[src/rtl/fetch_pkg.sv]
// fetch_pkg: shared fetch-stage states, error codes and opcode constants
package fetch_pkg;
  typedef enum logic [1:0] {BOOT, RUN, HALTED} state_t;
  localparam int OPCODE_W = 6;
  localparam logic [OPCODE_W-1:0] NOP_OPCODE = 6'b111111;
  localparam logic [1:0] ERR_NONE = 2'b00;
  localparam logic [1:0] ERR_OVF = 2'b01;
  localparam logic [1:0] ERR_UNF = 2'b10;
  localparam logic [1:0] ERR_CONFLICT = 2'b11;
endpackage

[src/rtl/pc_fetch_ret_stack.sv]
// ret_stack: DEPTH x W LIFO of return addresses with full/empty flags
module ret_stack #(
  parameter int DEPTH = 4,
  parameter int W = 10
) (
  input  logic         clk,
  input  logic         reset,
  input  logic         push,
  input  logic         pop,
  input  logic [W-1:0] din,
  output logic [W-1:0] top,
  output logic         full,
  output logic         empty
);
  localparam int AW = $clog2(DEPTH);
  logic [W-1:0] mem_q [DEPTH];
  logic [AW:0] sp_q, sp_d;
  logic [AW-1:0] top_idx;
  assign sp_d = push ? sp_q + (AW+1)'(1) : pop ? sp_q - (AW+1)'(1) : sp_q;
  assign top_idx = sp_q[AW-1:0] - AW'(1);
  assign top = mem_q[top_idx];
  assign full = sp_q[AW];
  assign empty = sp_q == '0;
  always_ff @(posedge clk) begin
    sp_q <= reset ? '0 : sp_d;
    if (push) mem_q[sp_q[AW-1:0]] <= din;
  end
endmodule

[src/rtl/pc_fetch.sv]
// pc_fetch: PC/fetch stage with boot, stall and optional FETCH_RET_STACK_EN return stack
module pc_fetch
  import fetch_pkg::*;
#(
  parameter int PC_WIDTH = 10,
  parameter int INSTR_WIDTH = 16,
  parameter int STACK_DEPTH = 4
) (
  input  logic                   clk,
  input  logic                   reset,
  input  logic [INSTR_WIDTH-1:0] mem_data,
  input  logic                   s_inc,
  input  logic                   stall,
  input  logic                   call,
  input  logic                   ret,
  output logic [PC_WIDTH-1:0]    pc,
  output logic [INSTR_WIDTH-1:0] instr,
  output logic [OPCODE_W-1:0]    opcode,
  output logic                   instr_valid,
  output logic [1:0]             err
);
  state_t state_q, state_d;
  logic [PC_WIDTH-1:0] pc_q, pc_d, pc_inc, target;
  logic run;
  assign run = state_q == RUN;
  assign pc_inc = pc_q + PC_WIDTH'(1);
  assign target = mem_data[PC_WIDTH-1:0];
  assign pc = pc_q;
  assign instr_valid = run;
  assign instr = run ? mem_data : '0;
  assign opcode = run ? mem_data[INSTR_WIDTH-1 -: OPCODE_W] : NOP_OPCODE;
`ifdef FETCH_RET_STACK_EN
  logic [1:0] err_q, err_d;
  logic push, pop, full, empty;
  logic [PC_WIDTH-1:0] top;
  ret_stack #(.DEPTH(STACK_DEPTH), .W(PC_WIDTH)) u_stack (
    .clk(clk), .reset(reset), .push(push), .pop(pop), .din(pc_inc),
    .top(top), .full(full), .empty(empty)
  );
  assign err = err_q;
  always_comb begin
    state_d = state_q;
    pc_d = pc_q;
    err_d = err_q;
    push = 1'b0;
    pop = 1'b0;
    if (state_q == BOOT) state_d = RUN;
    else if (run && !stall) begin
      if (call && ret) begin
        err_d = ERR_CONFLICT;
        state_d = HALTED;
      end else if (ret && empty) begin
        err_d = ERR_UNF;
        state_d = HALTED;
      end else if (ret) begin
        pc_d = top;
        pop = 1'b1;
      end else if (call && full) begin
        err_d = ERR_OVF;
        state_d = HALTED;
      end else if (call) begin
        pc_d = target;
        push = 1'b1;
      end else pc_d = s_inc ? pc_inc : target;
    end
  end
  always_ff @(posedge clk) err_q <= reset ? ERR_NONE : err_d;
`else
  logic unused_ret;
  assign unused_ret = ret | (STACK_DEPTH == 0);
  assign err = ERR_NONE;
  always_comb begin
    state_d = state_q == BOOT ? RUN : state_q;
    pc_d = (run && !stall) ? ((s_inc && !call) ? pc_inc : target) : pc_q;
  end
`endif
  always_ff @(posedge clk) begin
    state_q <= reset ? BOOT : state_d;
    pc_q <= reset ? '0 : pc_d;
  end
endmodule

[config.mk]
export PLATFORM = sky130hd
export DESIGN_NAME = pc_fetch
export DESIGN_NICKNAME = d
export VERILOG_FILES = /design/src/rtl/fetch_pkg.sv /design/src/rtl/pc_fetch_ret_stack.sv /design/src/rtl/pc_fetch.sv
export SDC_FILE = /design/constraint.sdc
export NUM_CORES = 1
export LEC_CHECK = 0
export BUFFER_PORTS_ARGS = -buffer_cell sky130_fd_sc_hd__buf_2
export CAP_MARGIN = 30
export CORE_MARGIN = 2
export CORE_UTILIZATION = 38
export CTS_BUF_LIST = sky130_fd_sc_hd__clkbuf_2
export CTS_CLUSTER_DIAMETER = 50
export DETAILED_ROUTE_END_ITERATION = 10
export GPL_TIMING_DRIVEN = 0
export PLACE_DENSITY = 0.78
export SKIP_LAST_GASP = 1
export SYNTH_ARGS = -nofsm -noshare
export SYNTH_HDL_FRONTEND = slang
export SYNTH_HIERARCHICAL = 1
export SYNTH_SLANG_ARGS = --single-unit
[constraint.sdc]
create_clock -name clk -period 1.55 [get_ports clk]
set_input_delay 0.0775 -clock clk [delete_from_list [all_inputs] [get_ports clk]]
set_output_delay 0.0775 -clock clk [all_outputs]
set_load 0.05 [all_outputs]
Yosys cells after proc, flatten, opt, wreduce, memory -nomap -nowiden:

Index checks and enable logic that the tools add are counted.

* logic and storage cells: 11
* input bits: 22
* output and inout bits: 35
* register bits: 11

* $add $sub $neg: 1
* mux-type cells: 3
* reduce and logical (&&, ||, !) cells: 5

Operators by type and width (count)
* 16-bit 2-to-1 mux: 1
* 10-bit by 1-bit adder with 10-bit output (second input constant): 1
* 10-bit 2-to-1 mux: 1
* 6-bit 2-to-1 mux: 1
* 1-bit logical AND: 2
* 1-bit zero test: 2
* 2-bit zero test: 1

Depth between registers and ports, before layout:

Gate-level depths: netlist of run 1.

* depth after elaboration: 3
* gate-level depth with buffers: 6
* depth with buffers taken out: 5

Worst setup path before layout of run 1:

Ideal clock, no wire load.

* path kind: register to register
* start point: reg pc_q[0], in the netlist pc[0]
* end point: reg pc_q[8], in the netlist pc[8]
* clock period less this slack: 1.963 ns
* required time: 1.492 ns
* path buffers: 0
* setup time: 0.058 ns
* stages on the path, launching flop included: 6
* path slack: -0.413 ns
* data arrival time: 1.906 ns
* path through: dfxtp_1 ha_1 nand4_1 or4_1 a21oi_1 o21a_1

* word-level cells in the longest chain between the ends: 2

RTL lines
* start, declared: line pc_fetch.sv:23 `logic [PC_WIDTH-1:0] pc_q, pc_d, pc_inc, target;`
* start signal, assigned: line pc_fetch.sv:79 `pc_q <= reset ? '0 : pc_d;`
* 10-bit by 1-bit adder with 10-bit output: line pc_fetch.sv:26 `assign pc_inc = pc_q + PC_WIDTH'(1);`
* 10-bit 2-to-1 mux: line pc_fetch.sv:74 `pc_d = (run && !stall) ? ((s_inc && !call) ? pc_inc : target) : pc_q;`

No other way between the ends.
A chain may end at the register's enable or synchronous reset.

Worst setup path after layout of run 1:

* start point: reg state_q[0]
* end point: reg pc_q[9], in the netlist pc[9]

* word-level cells in the longest chain between the ends: 1

RTL lines
* start, declared: line pc_fetch.sv:22 `state_t state_q, state_d;`
* start signal, assigned: line pc_fetch.sv:78 `state_q <= reset ? BOOT : state_d;`
* 1-bit logical AND: line pc_fetch.sv:74

No other way between the ends.

==> results of run 1 <==
stage by stage:
step                      instance area [sq um]  util, %  worst slack (ps)  instances
final                                      1200     59.9              60.5        200
after global routing                       1200     59.9            -0.581        200
after CTS                                  1180     58.8              21.5        198
after detailed placement                   1150     57.4             -10.2        193
after global placement                     1150     57.4              33.5        193
after floorplan                             855        -             -18.4        114
path summary, 6_finish.rpt:
check | from | endpoint | slack, ps | cells after the start
min reg2reg | pc[0]$_SDFFE_PP0P_ | pc[0]$_SDFFE_PP0P_ | 520 | 2
min | mem_data[1] | pc[1]$_SDFFE_PP0P_ | 80 | 3
max | state_q[0]$_SDFFE_PP0N_ | pc[9]$_SDFFE_PP0P_ | 60 | 4
max reg2reg | state_q[0]$_SDFFE_PP0N_ | pc[9]$_SDFFE_PP0P_ | 60 | 4
area by class of cell:
type	instances	area (sq um)	share of cell area [%]
Buffer	10	56.3	4.70
Timing Repair Buffer	55	283	23.6
Clock buffer	4	20.0	1.67
Sequential cell	11	234	19.5
Multi-Input combinational cell	92	568	47.4
Inverter	1	3.75	0.313
Tap cell	27	33.8	2.82
state kept, by name, indices dropped and copies added, names as in the netlist:
name and flops:
pc 10, state_q 1
cell usage after synthesis (all sizes together):
cell type  number
nand4           1
and3            1
a2bb2oi         1
and4            1
o31a            1
o21a            1
nor4b           2
o21ai           8
o32ai           1
a311oi          1
nand2b          7
or2b            2
buf             3
ha              1
conb            1
mux2            1
nand3           4
a31oi           4
nor2b           2
nor3            2
clkbuf          7
a21oi          10
or4             2
nand2          13
o221ai          1
a21boi          1
inv             1
and2           19
nor4bb          1
dfxtp          11
nor2            2
power by group through the flow:
| stage | Combinational (W) | Sequential [W] | Clock, W |
|---|---|---|---|
| global route | 0.000379 | 0.000320 | 0.000182 |
| finish | 0.000357 | 0.000317 | 0.000173 |
| detailed placement | 0.000348 | 0.000326 | 0 |
| global placement | 0.000343 | 0.000325 | 0 |
| CTS | 0.000348 | 0.000319 | 0.000173 |
| floorplan | 0.000209 | 0.000372 | 0 |
worst max-delay path: cells and delay by family (launching register included):
family	cells	cell delay [ps]
AO/OA/AOI/OAI	1	130
flip-flops	1	390
multiplexers	1	280
AND/OR/NAND/NOR	2	620
kinds of logic after synthesis:
group	Yosys count	share of synthesized area, %
simple gates	59	41.3
compound gates	29	21.9
buf+inv	11	6.83
flops	11	26.7
mux	1	1.37
fa+ha+maj	1	1.52
other cells	1	0.455
per-layer routing:
metal	global-route usage, %	up-vias
met4	10.4	0
met3	2.08	5
met2	33.8	66
met1	23.2	471
li1	-	516
met5	0	-
what timing repair did:
action                                 4_1_cts  5_1_grt
cloned                                       0        0
endpoints found under the hold margin        0        0
setup endpoints to repair                    1       19
gates resized for setup                      0        7
pin swaps                                    1        0
setup buffers                                1        2
==> metrics.json, run 1 <==
{
  "run_status": "complete, no violations",
  "critical-path-slowest-cell": "or4_1",
  "routabilityCongestion": 0.856,
  "syn-cell-area_sq_um": 825,
  "postRouteWirelength_um": 2520,
  "yosysTopAreaCellShare_pct": 26.7,
  "antennaDiodeCount": 0,
  "y_dimension_of_the_die_um": 50.6,
  "antenna_found_initial": 0,
  "fraction_of_final_layout_cells_sized_beyond_drive_strength_1_pct": 43.9,
  "met3_wirelength_um": 236,
  "timing.critical_path.slowest_cell_delay_ps": 500,
  "avgRoutedWirePerCell_um": 12.6,
  "fin_crit_sh_pct": 96.1,
  "met2WireLength_um": 1190,
  "ys_types": 34,
  "most_common_cell_after_layout_fill_and_taps_aside": "buf_2",
  "cts-root-to-sink-buffers": 2,
  "seq_area_frac_synth_pct": 26.7,
  "design.core.area_sq_mm": 0.00200,
  "totalPowerFinal_w": 0.000846,
  "timing.setup.critical_path_class": "register to register",
  "power.density_mw_per_mm2": 706,
  "worstPathCellList": "nand2b_1 > or4_1 > mux2_2 > a31oi_2",
  "synthTopCellsByArea": "dfxtp_1 (27%), and2_1 (14%), a21oi_1 (6.1%)",
  "numCtsBuffers": 3,
  "grt.total_usage_pct": 19.4,
  "tritoncts": "yes",
  "drt_pre_antenna_iters": 5,
  "timing.critical_path.from_type": "register",
  "grt_max_degree": 11,
  "max_freq_ghz": 0.671,
  "finalHoldViolCount": 0,
  "pwr-share-comb_pct": 42.2,
  "worst-endpoint-arrival_ps": 1690,
  "post_syn_instances": 113,
  "synthesis.yosys.warnings": 6,
  "worst_setup_hold_path_clk_slew_ps": 120,
  "final_cell_mix": "buf_2 (52), and2_1 (18), nand2_1 (13)",
  "setup_tns_ps": 0,
  "vias": 1058,
  "first_global_vias": 934,
  "yosysTopAreaCell": "dfxtp_1",
  "detailed_place_hpwl_um": 1870,
  "worst_hold_path_type": "input pin to register",
  "globalRoute.totalOverflow": 0,
  "filler_instances": 183,
  "buffer_ports.inserted": 52,
  "die_w_um": 50.6,
  "number_of_nets_in_the_final_layout": 197,
  "leakagePower_nw": 0.560,
  "initial_core_utilization_pct": 41.2,
  "grt_pass1_wl_um": 3860,
  "drv_slew": 0,
  "p_sw_share_pct": 44.7,
  "max_cap_violations": 0,
  "power_frac_seq_pct": 37.4,
  "h_tree_depth_reported_by_cts": 1,
  "final_worst_hold_slack_ps": 82.1,
  "timing.critical_path.to_type": "register",
  "cts_num_sinks": 11,
  "topRoutingLayerUsed": "met4",
  "antenna_violating_nets_post_route": 0,
  "rows": 16,
  "cts_hold_buf": 0,
  "syn_to_final_growth_pct": 45.4,
  "path_max_fanout": 7,
  "detailedRoute.firstIterationViolations": 60,
  "internal_power_w": 0.000468,
  "met1_length_um": 1040,
  "switching_power_w": 0.000378,
  "skew_ps": 4.18,
  "floorplan.die_area_sq_mm": 0.00256,
  "crit_required_ps": 1750,
  "insertion_delay_ps": 270,
  "viasPerCell": 5.29,
  "post_synthesis_area_per_instance_sq_um": 7.30,
  "ys_ff_latch": 11,
  "drc_errors": 0,
  "rsz0062_at_grt": "true",
  "timing.final.setup_violations": 0,
  "timing.final.crit_period_ps": 1490,
  "ioPinCount": 57,
  "ir_drop_mv": 0.488,
  "cts-root-buf": "clkbuf_2",
  "share_clk_of_total_power_pct": 20.4
}
(Power assumes the default switching activity.)
==> run 2: changes to the inputs <==
Settings changed: BUFFER_PORTS_ARGS -buffer_cell sky130_fd_sc_hd__buf_2 to -buffer_cell sky130_fd_sc_hd__buf_4, CORE_UTILIZATION 38 to 45, PLACE_DENSITY 0.78 to 0.86.
Clock period 1.55 ns to 1.86 ns, I/O delays scaled along.
==> metrics.json, run 2 (synthesized netlist as in run 1, its figures left out) <==
{
  "numCtsBuffers": {"value": 3, "change": "unchanged"},
  "cts_num_sinks": {"value": 11, "change": "unchanged"},
  "antenna_violating_nets_post_route": {"value": 0, "change": "unchanged"},
  "most_common_cell_after_layout_fill_and_taps_aside": {"value": "buf_4", "change": "was buf_2"},
  "antennaDiodeCount": {"value": 0, "change": "unchanged"},
  "first_global_vias": {"value": 917, "change": "was 934"},
  "grt_pass1_wl": {"value": 3750, "unit": "um", "change": "was 3860 um"},
  "max_cap_violations": {"value": 0, "change": "unchanged"},
  "largest_register_ff_count": {"value": 10, "change": "unchanged"},
  "insertion_delay": {"value": 270, "unit": "ps", "change": "about the same"},
  "worstRegToRegCells": {"value": 5, "change": "was 4"},
  "h_tree_depth_reported_by_cts": {"value": 1, "change": "unchanged"},
  "initial_core_utilization": {"value": 47.8, "unit": "%", "change": "was 41.2%"},
  "timing.final.crit_period": {"value": 1700, "unit": "ps", "change": "was 1490 ps"},
  "die_w": {"value": 46.8, "unit": "um", "change": "was 50.6 um"},
  "timing.critical_path.from_type": {"value": "register", "change": "unchanged"},
  "design.core.area": {"value": 0.00173, "unit": "sq mm", "change": "was 0.00200 sq mm"},
  "vias": {"value": 1044, "change": "was 1058"},
  "path_max_fanout": {"value": 8, "change": "was 7"},
  "finalHoldViolCount": {"value": 0, "change": "unchanged"},
  "rows": {"value": 15, "change": "was 16"},
  "detailedRoute.firstIterationViolations": {"value": 16, "change": "was 60"},
  "drv_slew": {"value": 0, "change": "unchanged"},
  "path_buf_inv": {"value": 0, "change": "unchanged"},
  "source_of_the_worst_hold_timing_path": {"value": "mem_data[1]", "change": "unchanged"},
  "resized_after_cts": {"value": 0, "change": "unchanged"},
  "worst_setup_hold_path_clk_slew": {"value": 120, "unit": "ps", "change": "about the same"},
  "cts_hold_buf": {"value": 0, "change": "unchanged"},
  "worst_hold_path_type": {"value": "input pin to register", "change": "unchanged"},
  "setup_tns": {"value": 0, "unit": "ps", "change": "unchanged"},
  "timing.hold.worst_endpoint": {"value": "pc[1]$_SDFFE_PP0P_", "change": "unchanged"},
  "drc_errors": {"value": 0, "change": "unchanged"},
  "number_of_nets_in_the_final_layout": {"value": 194, "change": "was 197"},
  "syn_to_final_growth": {"value": 54.3, "unit": "%", "change": "was 45.4%"},
  "ir_drop": {"value": 0.381, "unit": "mV", "change": "was 0.488 mV"},
  "whs_path_depth": {"value": 3, "change": "unchanged"},
  "drt_pre_antenna_iters": {"value": 4, "change": "was 5"},
  "grt.total_usage": {"value": 23.8, "unit": "%", "change": "was 19.4%"},
  "worst-endpoint-arrival": {"value": 1920, "unit": "ps", "change": "was 1690 ps"},
  "antenna_found_initial": {"value": 0, "change": "unchanged"},
  "fin_crit_sh": {"value": 91.4, "unit": "%", "change": "was 96.1%"},
  "critical-path-slowest-cell": {"value": "or4_1", "change": "unchanged"},
  "grt_max_degree": {"value": 11, "change": "unchanged"},
  "postPlaceCellArea": {"value": 0.00125, "unit": "sq mm", "change": "was 0.00115 sq mm"},
  "globalRoute.totalOverflow": {"value": 0, "change": "unchanged"},
  "y_dimension_of_the_die": {"value": 46.8, "unit": "um", "change": "was 50.6 um"},
  "timing.critical_path.slowest_cell_delay": {"value": 520, "unit": "ps", "change": "was 500 ps"},
  "worst_r2r_setup_slack": {"value": 160, "unit": "ps", "change": "was 60 ps"},
  "final_cell_mix": {"value": "buf_4 (54), and2_1 (18), nand2_1 (13)", "change": "was buf_2 (52), and2_1 (18), nand2_1 (13)"},
  "crit-reg2reg-capture": {"value": "pc[8]$_SDFFE_PP0P_", "change": "was pc[9]$_SDFFE_PP0P_"},
  "buffer_ports.inserted": {"value": 52, "change": "unchanged"},
  "detailed_place_hpwl": {"value": 1850, "unit": "um", "change": "was 1870 um"},
  "run_status": {"value": "complete, no violations", "change": "unchanged"},
  "timing.critical_path.to_type": {"value": "register", "change": "unchanged"},
  "floorplan.die_area": {"value": 0.00219, "unit": "sq mm", "change": "was 0.00256 sq mm"},
  "cts-root-buf": {"value": "clkbuf_2", "change": "unchanged"},
  "layout.cells.non_filler": {"value": 195, "change": "was 200"},
  "avgRoutedWirePerCell": {"value": 12.5, "unit": "um", "change": "was 12.6 um"},
  "ioPinCount": {"value": 57, "change": "unchanged"},
  "postRouteWirelength": {"value": 2430, "unit": "um", "change": "was 2520 um"},
  "timing.setup.critical_path_class": {"value": "register to register", "change": "unchanged"},
  "totalPowerFinal": {"value": 0.000735, "unit": "W", "change": "was 0.000846 W"},
  "viasPerCell": {"value": 5.35, "change": "was 5.29"},
  "skew": {"value": 2.79, "unit": "ps", "change": "was 4.18 ps"},
  "regToRegStartpoint": {"value": "pc[0]$_SDFFE_PP0P_", "change": "was state_q[0]$_SDFFE_PP0N_"},
  "routabilityCongestion": {"value": 0.871, "change": "was 0.856"},
  "power.density": {"value": 577, "unit": "mW/mm^2", "change": "was 706 mW/mm^2"},
  "leakagePower": {"value": 0.568, "unit": "nW", "change": "was 0.560 nW"},
  "dp_cells": {"value": 191, "change": "was 193"},
  "critPathTopFamily": {"value": "simple AND/OR/NAND/NOR gates", "change": "unchanged"},
  "cts-root-to-sink-buffers": {"value": 2, "change": "unchanged"},
  "worstPathCellList": {"value": "ha_1 > nand4_1 > or4_1 > a21oi_1 > o21a_1", "change": "was nand2b_1 > or4_1 > mux2_2 > a31oi_2"},
  "final_area": {"value": 0.00127, "unit": "sq mm", "change": "was 0.00120 sq mm"},
  "postCtsSetupRepairBufs": {"value": 0, "change": "was 1"},
  "crit_required": {"value": 2080, "unit": "ps", "change": "was 1750 ps"},
  "max_freq": {"value": 0.588, "unit": "GHz", "change": "was 0.671 GHz"},
  "rsz0062_at_grt": {"value": "false", "change": "was true"},
  "tritoncts": {"value": "yes", "change": "unchanged"},
  "timing.final.setup_violations": {"value": 0, "change": "unchanged"},
  "setup.worst_path.start": {"value": "pc[0]$_SDFFE_PP0P_", "change": "was state_q[0]$_SDFFE_PP0N_"},
  "fraction_of_final_layout_cells_sized_beyond_drive_strength_1": {"value": 37.1, "unit": "%", "change": "was 43.9%"}
}
-- run 2: cell types whose count changed in the layout (fill, tap and decap cells not counted), sizes merged --
cell / previous run / this run
buf: 58 / 55
-- run 2: area by class of cell --
| cell class | count | area (sq um) |
|---|---|---|
| Tap cell | 25 | 31.3 |
| Multi-Input combinational cell | 92 | 552 |
| Sequential cell | 11 | 223 |
| Timing Repair Buffer | 52 | 390 |
| Clock buffer | 4 | 20.0 |
| Buffer | 10 | 52.6 |
| Fill cell | 141 | 454 |
| Inverter | 1 | 3.75 |
-- run 2: layer usage --
layer / vias to the layer above / wire (um) / global-route usage [%]
met1: 472 / 998 / 29.2
met3: 6 / 194 / 3.46
met4: 0 / 59 / 11.7
met5: - / 0 / 0
met2: 58 / 1180 / 40.5
li1: 508 / - / -
-- run 2: worst max-delay path by stage --
stage                         endpoint  slack [ps]  cells past startpoint
floorplan           pc[9]$_SDFFE_PP0P_          90                      4
global placement    pc[8]$_SDFFE_PP0P_         240                      5
detailed placement  pc[8]$_SDFFE_PP0P_         200                      5
CTS                 pc[8]$_SDFFE_PP0P_         180                      5
global route        pc[8]$_SDFFE_PP0P_          20                      5
finish              pc[8]$_SDFFE_PP0P_         160                      5
-- run 2: per-stage QoR --
stage	util (%)	setup slack (ps)	hold slack [ps]
finish	73.7	160	90.4
global route	73.7	15.8	84.4
CTS	73.7	179	97.8
detailed placement	72.5	204	389
global placement	72.5	241	378
floorplan	-	94.3	248
-- run 2: power breakdown --
| part | internal (W) | leakage, nW | switching, W |
|---|---|---|---|
| combinational | 0.000112 | 0.460 | 0.000209 |
| clock | 0.0000570 | 0.0166 | 0.0000898 |
| sequential | 0.000248 | 0.0910 | 0.0000182 |
-- run 2: worst reg2reg max path, delay by kind of cell (launching register included) --
family | cells | cell delay (ps)
adders and majority gates | 1 | 230
DFF | 1 | 420
and+or+nand+nor | 2 | 730
AOI/OAI and AO/OA | 2 | 280
==> run 3: changes to the inputs <==
Settings changed: CORE_MARGIN 2 to 8.
==> metrics.json, run 3 (synthesized netlist as in run 1, its figures left out) <==
{
  "run_status": {"value": "complete, no violations", "change": "unchanged"},
  "globalRoute.totalOverflow": {"value": 0, "change": "unchanged"},
  "max_freq": {"value": 0.593, "unit": "GHz", "change": "was 0.588 GHz"},
  "buffer_ports.inserted": {"value": 52, "change": "unchanged"},
  "path_max_fanout": {"value": 8, "change": "unchanged"},
  "detailedRoute.firstIterationViolations": {"value": 35, "change": "was 16"},
  "max_cap_violations": {"value": 0, "change": "unchanged"},
  "cts-root-to-sink-buffers": {"value": 2, "change": "unchanged"},
  "whs_path_depth": {"value": 3, "change": "unchanged"},
  "viasPerCell": {"value": 5.42, "change": "was 5.35"},
  "fraction_of_final_layout_cells_sized_beyond_drive_strength_1": {"value": 37.1, "unit": "%", "change": "unchanged"},
  "antennaDiodeCount": {"value": 0, "change": "unchanged"},
  "worst_hold_path_type": {"value": "input pin to register", "change": "unchanged"},
  "insertion_delay": {"value": 260, "unit": "ps", "change": "was 270 ps"},
  "antenna_violating_nets_post_route": {"value": 0, "change": "unchanged"},
  "grt.total_usage": {"value": 17.0, "unit": "%", "change": "was 23.8%"},
  "largest_register_ff_count": {"value": 10, "change": "unchanged"},
  "timing.critical_path.slowest_cell_delay": {"value": 530, "unit": "ps", "change": "was 520 ps"},
  "design.core.area": {"value": 0.00173, "unit": "sq mm", "change": "unchanged"},
  "cts_hold_buf": {"value": 0, "change": "unchanged"},
  "drt_pre_antenna_iters": {"value": 4, "change": "unchanged"},
  "source_of_the_worst_hold_timing_path": {"value": "mem_data[4]", "change": "was mem_data[1]"},
  "tritoncts": {"value": "yes", "change": "unchanged"},
  "h_tree_depth_reported_by_cts": {"value": 1, "change": "unchanged"},
  "final_cell_mix": {"value": "buf_4 (54), and2_1 (18), nand2_1 (13)", "change": "unchanged"},
  "leakagePower": {"value": 0.568, "unit": "nW", "change": "unchanged"},
  "critical-path-slowest-cell": {"value": "or4_1", "change": "unchanged"},
  "timing.final.setup_violations": {"value": 0, "change": "unchanged"},
  "detailed_place_hpwl": {"value": 2310, "unit": "um", "change": "was 1850 um"},
  "timing.final.crit_period": {"value": 1690, "unit": "ps", "change": "was 1700 ps"},
  "regToRegStartpoint": {"value": "pc[0]$_SDFFE_PP0P_", "change": "unchanged"},
  "cts-root-buf": {"value": "clkbuf_2", "change": "unchanged"},
  "final-seq-area": {"value": 223, "unit": "sq um", "change": "unchanged"},
  "power.density": {"value": 582, "unit": "mW/mm^2", "change": "was 577 mW/mm^2"},
  "drv_slew": {"value": 0, "change": "unchanged"},
  "numCtsBuffers": {"value": 3, "change": "unchanged"},
  "avgRoutedWirePerCell": {"value": 15.1, "unit": "um", "change": "was 12.5 um"},
  "grt_pass1_wl": {"value": 4680, "unit": "um", "change": "was 3750 um"},
  "detailedPlace.worstSlack": {"value": 214, "unit": "ps", "change": "was 204 ps"},
  "finalHoldViolCount": {"value": 0, "change": "unchanged"},
  "syn_to_final_growth": {"value": 54.3, "unit": "%", "change": "unchanged"},
  "ir_drop": {"value": 0.405, "unit": "mV", "change": "was 0.381 mV"},
  "critPathTopFamily": {"value": "simple AND/OR/NAND/NOR gates", "change": "unchanged"},
  "postRouteWirelength": {"value": 2950, "unit": "um", "change": "was 2430 um"},
  "skew": {"value": 5.60, "unit": "ps", "change": "was 2.79 ps"},
  "number_of_nets_in_the_final_layout": {"value": 194, "change": "unchanged"},
  "fin_crit_sh": {"value": 90.7, "unit": "%", "change": "was 91.4%"},
  "y_dimension_of_the_die": {"value": 58.8, "unit": "um", "change": "was 46.8 um"},
  "postCtsSetupRepairBufs": {"value": 0, "change": "unchanged"},
  "worstRegToRegCells": {"value": 5, "change": "unchanged"},
  "most_common_cell_after_layout_fill_and_taps_aside": {"value": "buf_4", "change": "unchanged"},
  "path_buf_inv": {"value": 0, "change": "unchanged"},
  "first_global_vias": {"value": 1040, "change": "was 917"},
  "dp_cells": {"value": 191, "change": "unchanged"},
  "cts_num_sinks": {"value": 11, "change": "unchanged"},
  "timing.critical_path.from_type": {"value": "register", "change": "unchanged"},
  "crit-reg2reg-capture": {"value": "pc[8]$_SDFFE_PP0P_", "change": "unchanged"},
  "antenna_found_initial": {"value": 0, "change": "unchanged"},
  "layout.cells.non_filler": {"value": 195, "change": "unchanged"},
  "ioPinCount": {"value": 57, "change": "unchanged"},
  "rsz0062_at_grt": {"value": "false", "change": "unchanged"},
  "multiInputGateArea": {"value": 552, "unit": "sq um", "change": "unchanged"},
  "final.setup.worst_slack": {"value": 173, "unit": "ps", "change": "was 160 ps"},
  "filler_instances": {"value": 149, "change": "was 141"},
  "grt_max_degree": {"value": 11, "change": "unchanged"},
  "routabilityCongestion": {"value": 0.861, "change": "was 0.871"},
  "worst_r2r_setup_slack": {"value": 170, "unit": "ps", "change": "was 160 ps"},
  "die_w": {"value": 58.8, "unit": "um", "change": "was 46.8 um"},
  "worst-endpoint-arrival": {"value": 1910, "unit": "ps", "change": "was 1920 ps"},
  "initial_core_utilization": {"value": 47.8, "unit": "%", "change": "unchanged"},
  "vias": {"value": 1056, "change": "was 1044"},
  "timing.critical_path.to_type": {"value": "register", "change": "unchanged"},
  "worstPathCellList": {"value": "ha_1 > nand4_1 > or4_1 > a21oi_1 > o21a_1", "change": "unchanged"},
  "resized_after_cts": {"value": 0, "change": "unchanged"},
  "final_worst_hold_slack": {"value": 93.0, "unit": "ps", "change": "was 90.4 ps"},
  "timing.hold.worst_endpoint": {"value": "pc[4]$_SDFFE_PP0P_", "change": "was pc[1]$_SDFFE_PP0P_"},
  "floorplan.die_area": {"value": 0.00346, "unit": "sq mm", "change": "was 0.00219 sq mm"},
  "crit_required": {"value": 2080, "unit": "ps", "change": "about the same"},
  "timing.setup.critical_path_class": {"value": "register to register", "change": "unchanged"},
  "worst_setup_hold_path_clk_slew": {"value": 130, "unit": "ps", "change": "was 120 ps"},
  "setup_tns": {"value": 0, "unit": "ps", "change": "unchanged"},
  "drc_errors": {"value": 0, "change": "unchanged"},
  "rows": {"value": 15, "change": "unchanged"},
  "totalPowerFinal": {"value": 0.000740, "unit": "W", "change": "was 0.000735 W"}
}
-- run 3: final cells by class --
cell class | instances | share of cell area, %
buffer | 10 | 4.13
clock buffer | 4 | 1.57
inverter | 1 | 0.295
multi-input combinational | 92 | 43.4
sequential | 11 | 17.5
tap | 25 | 2.46
timing repair buffer | 52 | 30.7
-- run 3: report_power, final --
part	internal (W)	total [W]	switching, W
clock	0.0000570	0.000148	0.0000910
sequential	0.000248	0.000267	0.0000183
combinational	0.000112	0.000326	0.000214
total	0.000418	0.000740	0.000323
-- run 3: worst reg2reg max path, cell delays in order, from the launching register on --
cell and delay [ps]:
dfxtp_2 410, ha_1 220, nand4_1 220, or4_1 530, a21oi_1 150, o21a_1 120
-- run 3: worst max-delay path by stage --
| stage | start | end | cells past startpoint |
|---|---|---|---|
| 3_5_place_dp | pc[0]$_SDFFE_PP0P_ | pc[8]$_SDFFE_PP0P_ | 5 |
| 2_1_floorplan | state_q[0]$_SDFFE_PP0N_ | pc[9]$_SDFFE_PP0P_ | 4 |
| 3_3_place_gp | pc[0]$_SDFFE_PP0P_ | pc[8]$_SDFFE_PP0P_ | 5 |
| 5_1_grt | pc[0]$_SDFFE_PP0P_ | pc[8]$_SDFFE_PP0P_ | 5 |
| 4_1_cts | pc[0]$_SDFFE_PP0P_ | pc[8]$_SDFFE_PP0P_ | 5 |
| 6_report | pc[0]$_SDFFE_PP0P_ | pc[8]$_SDFFE_PP0P_ | 5 |
-- run 3: metrics by stage --
| stage | area, sq um | util [%] |
|---|---|---|
| floorplan | 831 | - |
| global placement | 1250 | 72.5 |
| detailed placement | 1250 | 72.5 |
| CTS | 1270 | 73.7 |
| global route | 1270 | 73.7 |
| finish | 1270 | 73.7 |
-- run 3: routing by layer --
metal / wire, um / vias to the layer above / share of wire, % / global-route usage [%]
li1: - / 508 / - / -
met1: 1150 / 478 / 39 / 18.3
met2: 1360 / 66 / 46 / 27.3
met3: 382 / 4 / 13 / 7.61
met4: 51 / 0 / 1.7 / 8.87
met5: 0 / - / 0 / 0
